File: src/rtl/spi_boot_pkg.sv
// Shared types and helpers for the SPI flash boot loader.
package spi_boot_pkg;

    // Boot sequencer states
    typedef enum logic [3:0] {
        ST_IDLE  = 4'd0,
        ST_CMD   = 4'd1,
        ST_CWAIT = 4'd2,
        ST_XFER  = 4'd3,
        ST_XWAIT = 4'd4,
        ST_RD    = 4'd5,
        ST_MWR   = 4'd6,
        ST_FIN   = 4'd7,
        ST_DONE  = 4'd8
    } boot_state_e;

    // Standard serial-flash READ opcode
    localparam logic [7:0] FLASH_CMD_READ = 8'h03;

    // Reverse byte order: the peripheral returns the first received byte in
    // [31:24], while the image is stored little-endian in RAM.
    function automatic logic [31:0] bswap32(input logic [31:0] w);
        return {w[7:0], w[15:8], w[23:16], w[31:24]};
    endfunction

endpackage

File: src/rtl/spi_boot_loader.sv
// Boot loader: copies NWORDS words from SPI flash into RAM through the SPI
// peripheral's Wishbone slave port, then raises a sticky boot_done_o.
module spi_boot_loader
    import spi_boot_pkg::*;
#(
    parameter logic [23:0] FLASH_ADDR = 24'h000000,
    parameter int unsigned NWORDS     = 256,
    parameter logic [31:0] RAM_BASE   = 32'h0000_0000,
    parameter logic [3:0]  PRESC      = 4'd1,
    parameter logic        CPOL       = 1'b0
) (
    input  logic        clk_i,
    input  logic        rst_in,
    output logic        spi_cyc_o,
    output logic        spi_stb_o,
    output logic        spi_we_o,
    input  logic        spi_ack_i,
    output logic [31:0] spi_dat_o,
    input  logic [31:0] spi_dat_i,
    output logic [3:0]  presc_o,
    output logic [1:0]  size_o,
    output logic        cpol_o,
    output logic        auto_cs_o,
    input  logic        rdy_i,
    output logic        flash_cs_no,
    output logic        mem_cyc_o,
    output logic        mem_stb_o,
    output logic        mem_we_o,
    output logic [3:0]  mem_sel_o,
    output logic [31:0] mem_adr_o,
    output logic [31:0] mem_dat_o,
    input  logic        mem_ack_i,
    output logic        boot_done_o
);

    // Word index must be able to hold NWORDS itself; keep at least one bit.
    localparam int IDX_W = (NWORDS < 32'd2) ? 1 : $clog2(NWORDS + 32'd1);

    // READ opcode goes out first (bits [7:0]), then the address MSB first.
    localparam logic [31:0] CMD_WORD = {FLASH_ADDR[7:0], FLASH_ADDR[15:8],
                                        FLASH_ADDR[23:16], FLASH_CMD_READ};

    boot_state_e      state_q;
    logic             first_q;      // first cycle of a wait state: rdy_i not yet valid
    logic             spi_cyc_q;
    logic             spi_we_q;
    logic [31:0]      spi_dat_q;
    logic             cs_n_q;
    logic             mem_cyc_q;
    logic [31:0]      mem_adr_q;
    logic [31:0]      mem_dat_q;
    logic             done_q;
    logic [IDX_W-1:0] idx_q;
    logic             last_word_s;

    // The word being written is the final one of the image
    assign last_word_s = ((32'(idx_q) + 32'd1) >= NWORDS);

    // Boot sequencer: state, word index and all registered bus outputs
    always_ff @(posedge clk_i) begin
        if (!rst_in) begin
            state_q   <= ST_IDLE;
            first_q   <= 1'b0;
            spi_cyc_q <= 1'b0;
            spi_we_q  <= 1'b0;
            spi_dat_q <= 32'h0000_0000;
            cs_n_q    <= 1'b1;
            mem_cyc_q <= 1'b0;
            mem_adr_q <= 32'h0000_0000;
            mem_dat_q <= 32'h0000_0000;
            done_q    <= 1'b0;
            idx_q     <= '0;
        end else begin
            case (state_q)
                ST_IDLE: begin
                    if (rdy_i) begin
                        state_q   <= ST_CMD;
                        cs_n_q    <= 1'b0;
                        spi_cyc_q <= 1'b1;
                        spi_we_q  <= 1'b1;
                        spi_dat_q <= CMD_WORD;
                    end
                end
                ST_CMD: begin
                    spi_cyc_q <= 1'b0;
                    spi_we_q  <= 1'b0;
                    first_q   <= 1'b1;
                    state_q   <= ST_CWAIT;
                end
                ST_CWAIT: begin
                    first_q <= 1'b0;
                    if (!first_q && rdy_i) begin
                        if (NWORDS == 32'd0) begin
                            cs_n_q  <= 1'b1;
                            state_q <= ST_FIN;
                        end else begin
                            spi_cyc_q <= 1'b1;
                            spi_we_q  <= 1'b1;
                            spi_dat_q <= 32'h0000_0000;
                            state_q   <= ST_XFER;
                        end
                    end
                end
                ST_XFER: begin
                    spi_cyc_q <= 1'b0;
                    spi_we_q  <= 1'b0;
                    first_q   <= 1'b1;
                    state_q   <= ST_XWAIT;
                end
                ST_XWAIT: begin
                    first_q <= 1'b0;
                    if (!first_q && rdy_i) begin
                        spi_cyc_q <= 1'b1;
                        spi_we_q  <= 1'b0;
                        state_q   <= ST_RD;
                    end
                end
                ST_RD: begin
                    // Ack is combinational on the slave, so this normally takes one cycle
                    if (spi_ack_i) begin
                        spi_cyc_q <= 1'b0;
                        mem_cyc_q <= 1'b1;
                        mem_adr_q <= RAM_BASE + 32'({idx_q, 2'b00});
                        mem_dat_q <= bswap32(spi_dat_i);
                        state_q   <= ST_MWR;
                    end
                end
                ST_MWR: begin
                    if (mem_ack_i) begin
                        mem_cyc_q <= 1'b0;
                        idx_q     <= idx_q + IDX_W'(1);
                        if (last_word_s) begin
                            cs_n_q  <= 1'b1;
                            state_q <= ST_FIN;
                        end else begin
                            // Peripheral stays idle after a read, so rdy_i seen
                            // in XWAIT still holds for this strobe.
                            spi_cyc_q <= 1'b1;
                            spi_we_q  <= 1'b1;
                            spi_dat_q <= 32'h0000_0000;
                            state_q   <= ST_XFER;
                        end
                    end
                end
                ST_FIN: begin
                    done_q  <= 1'b1;
                    state_q <= ST_DONE;
                end
                ST_DONE: begin
                    state_q <= ST_DONE;
                end
                default: begin
                    state_q   <= ST_IDLE;
                    spi_cyc_q <= 1'b0;
                    spi_we_q  <= 1'b0;
                    mem_cyc_q <= 1'b0;
                    cs_n_q    <= 1'b1;
                end
            endcase
        end
    end

    assign spi_cyc_o   = spi_cyc_q;
    assign spi_stb_o   = spi_cyc_q;
    assign spi_we_o    = spi_we_q;
    assign spi_dat_o   = spi_dat_q;
    assign presc_o     = PRESC;
    assign size_o      = 2'd3;
    assign cpol_o      = CPOL;
    assign auto_cs_o   = 1'b0;
    assign flash_cs_no = cs_n_q;
    assign mem_cyc_o   = mem_cyc_q;
    assign mem_stb_o   = mem_cyc_q;
    assign mem_we_o    = mem_cyc_q;
    assign mem_sel_o   = 4'hF;
    assign mem_adr_o   = mem_adr_q;
    assign mem_dat_o   = mem_dat_q;
    assign boot_done_o = done_q;

endmodule
File: config.mk
export PLATFORM = sky130hd
export DESIGN_NAME = spi_boot_loader
export DESIGN_NICKNAME = d
export VERILOG_FILES = /design/src/rtl/spi_boot_pkg.sv /design/src/rtl/spi_boot_loader.sv
export SDC_FILE = /design/constraint.sdc
export NUM_CORES = 1
export LEC_CHECK = 0
export BUFFER_PORTS_ARGS = -buffer_cell sky130_fd_sc_hd__buf_2
export CAP_MARGIN = 40
export CELL_PAD_IN_SITES_DETAIL_PLACEMENT = 1
export CELL_PAD_IN_SITES_GLOBAL_PLACEMENT = 1
export CORE_MARGIN = 8
export CORE_UTILIZATION = 25
export DETAILED_ROUTE_END_ITERATION = 10
export HOLD_SLACK_MARGIN = 0.02
export PLACE_DENSITY_LB_ADDON = 0.08
export SYNTH_ARGS = -nofsm -noshare
export SYNTH_HDL_FRONTEND = slang
export SYNTH_SLANG_ARGS = --single-unit
File: constraint.sdc
create_clock -name clk_i -period 3.55 [get_ports clk_i]
set_input_delay 0.71 -clock clk_i [delete_from_list [all_inputs] [get_ports clk_i]]
set_output_delay 0.71 -clock clk_i [all_outputs]
set_load 0.03 [all_outputs]
Word level (Yosys, flattened, before mapping)
Cells that the tools add are included.
{ "totals": {"wordCells": 81, "out_inout_bits": 116, "input_bits": 37, "regBits": 92} }
{ "classes": {"n_lt_le_gt_ge": 1, "reduce_logical": 19, "n_addsub": 2, "n_bitwise": 4, "eq_ne": 16, "mux": 28} }
{ "op_table": {"columns": ["operator", "count"], "rows": [
  ["$mux 32", 4],
  ["$pmux 32 s3", 1],
  ["$pmux 4 s8", 1],
  ["$mux 4", 5],
  ["$eq 4x3->1 const B", 4],
  ["$ne 2x2->1 const B", 7],
  ["$reduce_or 7->1", 2],
  ["$reduce_and 6->1", 2],
  ["$mux 1", 11],
  ["$add 9x1->10 const B", 1],
  ["$ge 10x9->1 const B", 1],
  ["$pmux 1 s5", 2],
  ["$reduce_and 5->1", 2],
  ["$add 9x1->9 const B", 1],
  ["$eq 4x2->1 const B", 2],
  ["$pmux 1 s3", 2],
  ["$reduce_or 2->1", 3],
  ["$eq 4x1->1 const B", 1],
  ["$eq 4x4->1 const B", 1],
  ["$logic_not 4->1", 1],
  ["$not 1->1", 4],
  ["$reduce_and 2->1", 2],
  ["$reduce_and 4->1", 1],
  ["$mux 3", 1],
  ["other kinds (8)", 8]
]} }

Depth between registers and ports, before layout
Gate-level depths: netlist of run 1.
{ "logic_depth": {"depth_word": 5, "depth_mapped": 6, "depth_no_buf": 6} }

Worst setup path before layout of run 1
OpenSTA, ideal clock, no wires.
{ "synth_path": {"path_kind": "input-to-reg", "from": "input mem_ack_i", "to": "register idx_q[7]", "arrival_ns": 1.531, "required_time_ns": 3.422, "stages": 5, "path_buffers": 0, "setup_slack_ns": 1.891, "setup_time_ns": 0.128, "path_cell_list": "nand2b_1 nor3_1 nand4_1 xor2_1 nor2_1"} }
{ "synth_via": {"elab_chain_len": 1} }
{ "synth_lines": {"columns": ["element", "line_no", "text"], "rows": [
  ["from (decl)", "spi_boot_loader.sv:32", "input logic mem_ack_i,"],
  ["$reduce_and 2->1 (no source line)", null, null],
  ["to (signal assigned)", "spi_boot_loader.sv:131", "idx_q <= idx_q + IDX_W'(1);"],
  ["to (decl)", "spi_boot_loader.sv:53", "logic [IDX_W-1:0] idx_q;"]
]} }
Every way passes these cells.
A chain may end at the register's enable or synchronous reset.

Worst setup path in the final report of run 1
{ "layout_path": {"from": "register state_q[2]", "to": "register idx_q[7]"} }
{ "layout_via": {"elab_chain_len": 2} }
{ "layout_lines": {"columns": ["element", "line_no", "text"], "rows": [
  ["from (decl)", "spi_boot_loader.sv:43", "boot_state_e state_q;"],
  ["from (signal assigned)", "spi_boot_loader.sv:62", "state_q <= ST_IDLE;"],
  ["from (signal assigned)", "spi_boot_loader.sv:77", "state_q <= ST_CMD;"],
  ["from (signal assigned)", "spi_boot_loader.sv:88", "state_q <= ST_CWAIT;"],
  ["$eq 4x3->1", "spi_boot_loader.sv:74", "case (state_q)"],
  ["$reduce_and 2->1 (no source line)", null, null]
]} }
Every way passes these cells.

==> flow_metrics.py, run 1 <==
metrics = {
    "detailed_routing": {
        "wl_per_cell_um": 14.41,
        "drc": 0,
        "postRouteAntennaNets": 0,
        "drt_iter0_drc": 138,
        "num_vias": 2488,
        "wl_um": 8716,
        "first_pass_iters": 4,
        "viasPerCell": 4.112,
    },
    "power_and_ir_drop": {
        "p_leak_nw": 1.615,
        "peakVddDrop_uv": 244.9,
        "p_per_area_nw_per_um2": 523.2,
    },
    "logic_synthesis": {
        "seq_area_frac_synth": 0.4099,
        "synth_edf_count": 0,
        "yosys.cell_types.count": 43,
        "syn_area_um2": 2979,
        "ys.flop_type": "dfxtp_1",
        "netlist_instances": 377,
        "syn_area_per_cell_um2": 7.902,
        "async_flop_share": 0,
        "yosys_warnings": 0,
        "ys_ff_latch": 61,
    },
    "critical_path": {
        "r2r_setup_slack_ns": 1.52,
        "crit_path_end": "idx_q[7]$_SDFFE_PN0P_",
        "crit_start": "state_q[2]$_SDFFE_PN0P_",
        "crit_type": "reg -> reg",
        "reg2reg_to": "idx_q[7]$_SDFFE_PN0P_",
        "cp.arrival_ns": 2.25,
        "startpoint_type": "flip-flop",
        "crit_path_max_fanout": 14,
        "reg2reg_from": "state_q[2]$_SDFFE_PN0P_",
        "r2r_cells": 5,
        "worstSetupEndpointType": "flip-flop",
        "critPathRequiredTime_ns": 3.76,
    },
    "grt": {
        "grt_usage": 0.1127,
        "grt_max_degree": 42,
        "grt_antenna_before_repair": 0,
        "grt.overflow.total": 0,
        "grt_pass1_vias": 2675,
        "grt_pass1_wl_um": 14250,
    },
    "timing": {
        "timing.fmax_mhz": 492.1,
        "worstMarginPinSlew_ns": 0.7967,
        "drv_slew": 0,
        "hold_viol": 0,
        "rsz0062_at_grt": "no",
        "relSlewSlack": 0.4648,
        "period_needed_ns": 2.032,
        "setup_viol": 0,
        "final.period_utilization": 0.5724,
        "fin_skew_ns": 0.004125,
        "fin_setup_tns_ns": 0,
    },
    "clock_tree": {
        "clockBufferDepth": 2,
        "clk_latency_ns": 0.32,
        "tritoncts": "done",
        "htreeDepth": 3,
        "clkTransAtPathRegs_ns": 0.05,
        "cts_buffers": 9,
        "cts_resized": 0,
        "cts_setup_buffers": 0,
        "holdBufCountCts": 0,
        "cts_root_buffer": "clkbuf_16",
        "numClockSinks": 61,
    },
    "die": {
        "dieHeight_um": 125.2,
        "dieArea_um2": 15670,
        "ioPinCount": 153,
        "fp-row-count": 40,
        "initial_utilization": 0.2522,
        "dieWidth_um": 125.2,
        "coreArea_um2": 11810,
    },
    "hold_path": {
        "hold_start": "mem_dat_o[31]$_SDFFE_PN0P_",
        "holdCritPathClass": "reg -> reg",
    },
    "placement": {
        "dp_hpwl_um": 6500,
        "io_buffers": 87,
        "gp_congestion": 0.6754,
    },
    "run_status": {
        "run_status": "complete, no violations",
    },
    "finish": {
        "layout_commonest_cell": "nand2_1",
        "final_net_count": 491,
        "drive_gt1_frac": 0.2467,
        "areaGrowthSynthToFinish_pct": 21.59,
        "n_antenna_cell": 0,
        "final_core_util": 0.3067,
        "num-fill-cells": 1466,
        "mostFrequentLayoutCells": "92 x nand2_1, 87 x buf_2, 65 x conb_1, 61 x dfxtp_1, 50 x a21oi_1",
    },
    "run": {
        "maxCapViolations": 0,
    },
}
-- layer usage --
metal  vias to the layer above  GRT usage  wire length (µm)
met3                         8    0.04887               698
met5                         -          0                 0
met4                         0    0.04083                99
li1                       1261          -                 -
met2                        89     0.1774              3950
met1                      1130     0.1336              3967
-- worst min-delay path by stage --
| stage | end | slack, ns | depth (start not counted) |
|---|---|---|---|
| 2_1_floorplan | mem_adr_o[3]$_SDFFE_PN0P_ | 0.46 | 2 |
| 5_1_grt | mem_adr_o[10]$_SDFFE_PN0P_ | 0.47 | 2 |
| 3_5_place_dp | mem_dat_o[31]$_SDFFE_PN0P_ | 0.44 | 2 |
| 3_3_place_gp | mem_dat_o[31]$_SDFFE_PN0P_ | 0.44 | 2 |
| 4_1_cts | mem_dat_o[31]$_SDFFE_PN0P_ | 0.45 | 2 |
| 6_report | mem_dat_o[31]$_SDFFE_PN0P_ | 0.45 | 2 |
-- synth_stat cells, drive strengths merged (3+ instances only) --
library cell | instances | area (µm²)
inv | 3 | 11.26
dfxtp | 61 | 1221
a21oi | 51 | 259.0
clkbuf | 13 | 48.80
and3 | 3 | 20.02
nand2b | 6 | 37.54
nand2 | 93 | 351.6
o21ai | 5 | 25.02
nand3 | 7 | 35.03
nor2 | 15 | 56.30
nor2b | 5 | 31.28
xor2 | 6 | 52.55
buf | 75 | 556.8
-- metrics by stage --
| step | hold WS [ns] | cells | power (mW) | area, µm² | worst slack [ns] |
|---|---|---|---|---|---|
| floorplan | 0.4564 | 440 | 0.9155 | 3216 | 1.891 |
| global placement | 0.4402 | 587 | 0.8975 | 3242 | 1.199 |
| detailed placement | 0.4440 | 589 | 0.9007 | 3282 | 1.443 |
| CTS | 0.4515 | 605 | 1.929 | 3622 | 1.486 |
| global route | 0.4653 | 605 | 1.979 | 3622 | 1.344 |
| finish | 0.4501 | 605 | 1.895 | 3622 | 1.518 |
-- final cells by class --
type	count	area (µm²)	area share
sequential	61	1221	0.3371
tap	147	183.9	0.05078
inverter	3	11.26	0.003109
clock buffer	10	229.0	0.06321
clock inverter	6	111.4	0.03074
multi-input combinational	288	1383	0.3817
timing repair buffer	90	483.0	0.1333
-- cells by family after synthesis --
family	count (synthesis)	share of synthesized area
simple gates	141	0.2096
buf+inv	91	0.2071
compound gates	70	0.1331
flops	61	0.4099
xor+xnor	8	0.02352
fa+ha+maj	2	0.007559
other cells	2	0.002521
mux	2	0.006720
-- sequential cells by signal (all words and copies together) (netlist names) --
signal / count
mem_dat_o: 32
idx_q: 9
mem_adr_o: 9
state_q: 4
boot_done_o: 1
first_q: 1
flash_cs_no: 1
mem_cyc_o: 1
spi_cyc_o: 1
spi_dat_o: 1
spi_we_o: 1
-- critical path, cell delays in order (launching register included) --
cell,delay [ns]
dfxtp_1,0.65
nand2_2,0.16
nor3_1,0.69
nand4_1,0.19
xor2_1,0.18
nor2_1,0.05
-- report_power, final --
part	switching, mW	leakage (nW)	internal (mW)
Sequential	0.0107	0.493	0.693
Combinational	0.147	0.959	0.0361
Clock	0.323	0.163	0.686
Note: power is estimated with default switching activity, not from simulation.
==> inputs of run 2 (changes only) <==
Clock period 3.55 ns to 1.7 ns, I/O delays scaled along.
==> flow_metrics.py, run 2 (synthesized netlist as in run 1, its figures left out) <==
metrics = {
    "timing": {
        "setup_viol": 0,
        "final.period_utilization": 0.9487,
        "timing.fmax_mhz": 620.0,
        "fin_skew_ns": 0.004955,
        "rsz0062_at_grt": "no",
        "drv_slew": 0,
        "hold_viol": 0,
        "period_needed_ns": 1.613,
    },
    "clock_tree": {
        "cts_buffers": 9,
        "tritoncts": "done",
        "clkTransAtPathRegs_ns": 0.05,
        "clockBufferDepth": 2,
        "htreeDepth": 3,
        "cts_root_buffer": "clkbuf_16",
        "numClockSinks": 61,
        "clk_latency_ns": 0.33,
    },
    "placement": {
        "io_buffers": 87,
        "gp_congestion": 0.7241,
        "dp_hpwl_um": 6650,
        "dp_cells": 610,
        "placedInstanceArea_um2": 3440,
    },
    "critical_path": {
        "startpoint_type": "flip-flop",
        "slowest_stage": "dfxtp_4",
        "critPathTopFamily": "compound AO/OA/AOI/OAI gates",
        "worstSetupEndpointType": "flip-flop",
        "crit_type": "reg -> reg",
        "path_buf_inv": 0,
        "critPathRequiredTime_ns": 1.92,
        "cpPeakStageDelay_ns": 0.36,
        "cp.arrival_ns": 1.83,
        "crit_path_max_fanout": 3,
        "crit_chain": "ha_4 > nand3_2 > nor3b_4 > a21oi_2 > a311o_1 > a31o_1",
    },
    "run_status": {
        "run_status": "complete, no violations",
    },
    "power_and_ir_drop": {
        "p_leak_nw": 1.730,
        "internal_power_mw": 2.696,
        "switching_power_mw": 0.9818,
        "peakVddDrop_uv": 361.9,
        "clockPowerShare": 0.492,
        "power_mw": 3.678,
        "p_per_area_nw_per_um2": 967.4,
        "swShare": 0.2669,
        "seq_power_share": 0.397,
        "comb_power_share": 0.111,
    },
    "finish": {
        "areaGrowthSynthToFinish_pct": 27.64,
        "largest_reg_flops": 32,
        "finalNonFillerCells": 627,
        "num-fill-cells": 1477,
        "drive_gt1_frac": 0.3042,
        "multi_input_area_um2": 1438,
        "n_antenna_cell": 0,
        "mostFrequentLayoutCells": "92 x nand2_1, 87 x buf_2, 65 x conb_1, 59 x dfxtp_1, 50 x a21oi_1",
        "final_net_count": 513,
        "seq_area_um2": 1229,
        "layout_commonest_cell": "nand2_1",
        "fin_area_um2": 3802,
    },
    "grt": {
        "grt_max_degree": 42,
        "grt_pass1_vias": 2715,
        "grt_antenna_before_repair": 0,
        "grt_usage": 0.1143,
        "grt.overflow.total": 0,
        "grt_pass1_wl_um": 14390,
    },
    "detailed_routing": {
        "viasPerCell": 4.169,
        "wl_per_cell_um": 14.08,
        "drt_iter0_drc": 58,
        "drc": 0,
        "wl_um": 8830,
        "num_vias": 2614,
        "first_pass_iters": 4,
        "postRouteAntennaNets": 0,
    },
    "die": {
        "dieWidth_um": 125.2,
        "fp-row-count": 40,
        "coreArea_um2": 11810,
        "dieArea_um2": 15670,
        "ioPinCount": 153,
        "initial_utilization": 0.2522,
        "dieHeight_um": 125.2,
    },
    "hold_path": {
        "holdCritPathClass": "in -> reg",
    },
    "run": {
        "maxCapViolations": 0,
    },
}
run 2: cell types whose count changed in the layout (fill, tap and decap cells not counted), moves of 2 or more:
cell / delta
clkinv_2: +3
buf_4: +22
dfxtp_1: -2
bufinv_16: -2
dfxtp_4: +2
run 2: timing repair:
item                                    in CTS  in global routing
pin swaps                                    1                  3
hold buffers                                 0                  0
endpoints found under the setup margin       2                  9
gates resized for setup                      4                 11
cloned                                       0                  0
buffers inserted                             0                  1
run 2: worst min-delay path: cells and delay by family:
family                 cells  cell delay [ns]
buffers and inverters      1             0.10
AO/OA/AOI/OAI              1             0.05
AND/OR/NAND/NOR            1             0.04
run 2: per-stage QoR:
| stage | utilization | setup TNS [ns] | setup slack (ns) | hold slack (ns) |
|---|---|---|---|---|
| 4_1_cts | 0.3165 | 0 | 0.01955 | 0.2316 |
| 5_1_grt | 0.3219 | 0 | 0.002778 | 0.2431 |
| 3_5_place_dp | 0.2912 | -0.08171 | -0.04944 | 0.4472 |
| 2_1_floorplan | - | 0 | 0.06148 | 0.4564 |
| 6_report | 0.3219 | 0 | 0.08720 | 0.2472 |
| 3_3_place_gp | 0.2912 | -0.04572 | -0.04572 | 0.4398 |
run 2: metal layers:
metal / track usage / wire length [µm] / up-vias
met2: 0.1806 / 4075 / 91
met4: 0.04728 / 124 / 0
met1: 0.1301 / 3860 / 1214
met5: 0 / 0 / -
li1: - / - / 1297
met3: 0.05440 / 769 / 12
run 2: area by class of cell:
cell class                 count  area share
timing repair buffer         112      0.1705
tap                          147     0.04837
clock buffer                  11     0.06384
sequential                    61      0.3231
multi-input combinational    288      0.3781
inverter                       3    0.002961
clock inverter                 5     0.01316
run 2: power by group through the flow:
stage | sequential [mW] | combinational, mW | clock, mW
global route | 1.46 | 0.440 | 1.94
CTS | 1.46 | 0.402 | 1.88
global placement | 1.49 | 0.403 | 0
finish | 1.46 | 0.409 | 1.81
floorplan | 1.51 | 0.402 | 0
detailed placement | 1.49 | 0.401 | 0
run 2: path summary, 6_finish.rpt:
check                             from                          to  slack (ns)  cells after the start
max              idx_q[0]$_SDFFE_PN0P_    flash_cs_no$_SDFFE_PN1P_        0.09                      6
min reg2reg  mem_dat_o[8]$_SDFFE_PN0P_   mem_dat_o[8]$_SDFFE_PN0P_        0.45                      2
max reg2reg      idx_q[0]$_SDFFE_PN0P_    flash_cs_no$_SDFFE_PN1P_        0.09                      6
min                      spi_dat_i[13]  mem_dat_o[21]$_SDFFE_PN0P_        0.25                      3
==> inputs of run 3 (changes only) <==
Settings changed: ABC_AREA set to 1, CELL_PAD_IN_SITES_DETAIL_PLACEMENT 1 to 0.
==> flow_metrics.py, run 3 <==
metrics = {
    "critical_path": {
        "crit_path_max_fanout": 6,
        "cpPeakStageDelay_ns": 0.38,
        "r2r_cells": 10,
        "crit_type": "reg -> reg",
        "critPathRequiredTime_ns": 1.92,
        "reg2reg_to": "spi_we_o$_SDFFE_PN0P_",
        "path_buf_inv": 1,
        "critPathTopFamily": "simple AND/OR/NAND/NOR gates",
        "startpoint_type": "flip-flop",
        "reg2reg_from": "idx_q[1]$_SDFFE_PN0P_",
        "slowest_stage": "dfxtp_1",
        "r2r_setup_slack_ns": 0.20,
        "cp.arrival_ns": 1.72,
        "cp_num_cells": 10,
        "worstSetupEndpointType": "flip-flop",
        "crit_chain": "ha_1 > inv_1 > nor2_4 > nand2_1 > nand2_1 > nand3_1 > nand2_2 > nand3_1 > nor2_1 > nor2_1",
    },
    "hold_path": {
        "hold_start": "spi_dat_i[2]",
        "whs_endpoint": "mem_dat_o[26]$_SDFFE_PN0P_",
        "whs_path_depth": 3,
        "holdCritPathClass": "in -> reg",
    },
    "clock_tree": {
        "holdBufCountCts": 0,
        "clkTransAtPathRegs_ns": 0.06,
        "cts_resized": 0,
        "numClockSinks": 61,
        "tritoncts": "done",
        "htreeDepth": 3,
        "cts_setup_buffers": 0,
        "clk_latency_ns": 0.33,
        "cts_root_buffer": "clkbuf_16",
        "clockBufferDepth": 2,
        "cts_buffers": 9,
    },
    "die": {
        "initial_utilization": 0.2567,
        "dieWidth_um": 127.3,
        "dieHeight_um": 127.3,
        "coreArea_um2": 12060,
        "dieArea_um2": 16200,
        "ioPinCount": 153,
        "fp-row-count": 40,
    },
    "run": {
        "maxCapViolations": 0,
    },
    "timing": {
        "final.period_utilization": 0.8815,
        "setup_viol": 0,
        "period_needed_ns": 1.499,
        "rsz0062_at_grt": "no",
        "hold_viol": 0,
        "fin_setup_tns_ns": 0,
        "timing.fmax_mhz": 667.3,
        "fin_skew_ns": 0.004673,
        "drv_slew": 0,
    },
    "detailed_routing": {
        "viasPerCell": 4.025,
        "drt_iter0_drc": 158,
        "drc": 0,
        "postRouteAntennaNets": 0,
        "wl_um": 9016,
        "wl_per_cell_um": 13.32,
        "first_pass_iters": 4,
        "num_vias": 2725,
    },
    "placement": {
        "io_buffers": 87,
        "dp_hpwl_um": 6777,
        "gp_congestion": 0.8168,
    },
    "power_and_ir_drop": {
        "swShare": 0.3289,
        "comb_power_share": 0.239,
        "internal_power_mw": 3.186,
        "switching_power_mw": 1.561,
        "p_leak_nw": 1.752,
        "seq_power_share": 0.333,
        "p_per_area_nw_per_um2": 1252,
        "power_mw": 4.747,
        "clockPowerShare": 0.427,
        "peakVddDrop_uv": 364.2,
    },
    "logic_synthesis": {
        "synth_commonest_cells": "80 x nand2_1, 73 x buf_4, 61 x dfxtp_1, 55 x nand3_1, 54 x a21oi_1",
        "synth.top_cell.area_share": 0.3943,
        "synth_edf_count": 0,
        "ys_ff_latch": 61,
        "synth_most_common_cell": "nand2_1",
        "yosys.area.top_type": "dfxtp_1",
        "seq_area_frac_synth": 0.3943,
        "yosys_warnings": 0,
        "ys.flop_type": "dfxtp_1",
        "netlist_instances": 421,
        "ys_top_cells_by_area": "dfxtp_1 39%, buf_4 18%, nand2_1 9.7%",
        "yosys.cell_types.count": 29,
        "syn_area_um2": 3097,
        "async_flop_share": 0,
        "syn_area_per_cell_um2": 7.356,
    },
    "grt": {
        "met2_usage": 0.1814,
        "grt_use_met1": 0.1331,
        "grt_usage": 0.1126,
        "grt_pass1_vias": 2748,
        "grt_max_degree": 41,
        "busiest_layer": "met2",
        "grt_antenna_before_repair": 0,
        "use_met3": 0.03661,
        "grt_pass1_wl_um": 14390,
        "grt.overflow.total": 0,
    },
    "finish": {
        "largest_reg_flops": 32,
        "mostFrequentLayoutCells": "87 x buf_2, 80 x nand2_1, 65 x conb_1, 61 x dfxtp_1, 55 x nand3_1",
        "num-fill-cells": 1357,
        "n_antenna_cell": 0,
        "drive_gt1_frac": 0.2495,
        "layout_commonest_cell": "buf_2",
        "multi_input_area_um2": 1403,
        "final_net_count": 542,
        "areaGrowthSynthToFinish_pct": 22.38,
        "seq_area_um2": 1221,
        "final_core_util": 0.3142,
    },
    "run_status": {
        "run_status": "complete, no violations",
    },
}
## run 3: logic make-up after synthesis
| logic type | Yosys count | share of synthesized area |
|---|---|---|
| compound gates | 65 | 0.1079 |
| fa+ha+maj | 1 | 0.004040 |
| buf+inv | 115 | 0.2315 |
| flops | 61 | 0.3943 |
| other cells | 2 | 0.002425 |
| simple gates | 177 | 0.2598 |
## run 3: metrics by stage
step	worst slack, ns	cell area (µm²)	hold slack, ns	instances
final	0.2015	3790	0.2745	677
after floorplan	0.3398	3333	0.4659	484
after global routing	0.003804	3790	0.2745	677
after detailed placement	0.1339	3451	0.4405	661
after CTS	0.1149	3779	0.2594	677
after global placement	0.1544	3451	0.4365	661
## run 3: area by class of cell
class / count / share of cell area
Clock buffer: 13 / 0.06867
Inverter: 27 / 0.02674
Sequential cell: 61 / 0.3222
Tap cell: 168 / 0.05546
Multi-Input combinational cell: 308 / 0.3701
Clock inverter: 3 / 0.01783
Timing Repair Buffer: 97 / 0.1390
## run 3: layer usage
metal / routed length, µm / part of all wire / up-vias
met5: 0 / 0 / -
met4: 165 / 0.018 / 0
met3: 697 / 0.077 / 12
met2: 4155 / 0.46 / 98
met1: 3997 / 0.44 / 1217
li1: - / - / 1398
## run 3: worst max-delay path by stage
stage,endpoint,startpoint,slack [ns]
6_report,spi_we_o$_SDFFE_PN0P_,idx_q[1]$_SDFFE_PN0P_,0.20
5_1_grt,spi_cyc_o$_SDFFE_PN0P_,state_q[2]$_SDFFE_PN0P_,0.004
4_1_cts,spi_we_o$_SDFFE_PN0P_,idx_q[1]$_SDFFE_PN0P_,0.11
3_5_place_dp,spi_we_o$_SDFFE_PN0P_,idx_q[1]$_SDFFE_PN0P_,0.13
3_3_place_gp,mem_dat_o[13]$_SDFFE_PN0P_,state_q[2]$_SDFFE_PN0P_,0.15
2_1_floorplan,flash_cs_no$_SDFFE_PN1P_,idx_q[1]$_SDFFE_PN0P_,0.34
## run 3: tightest hold or removal path, stage by stage
cell and delay [ns]:
buf_2 0.10, nand3_1 0.07, a21oi_1 0.06
## run 3: power by group through the flow
stage | logic, mW | clock network [mW] | registers, mW
after floorplan | 0.909 | 0 | 1.71
after global placement | 1.16 | 0 | 1.61
after detailed placement | 1.14 | 0 | 1.61
after CTS | 1.14 | 2.10 | 1.58
after global routing | 1.28 | 2.16 | 1.60
final | 1.14 | 2.03 | 1.58
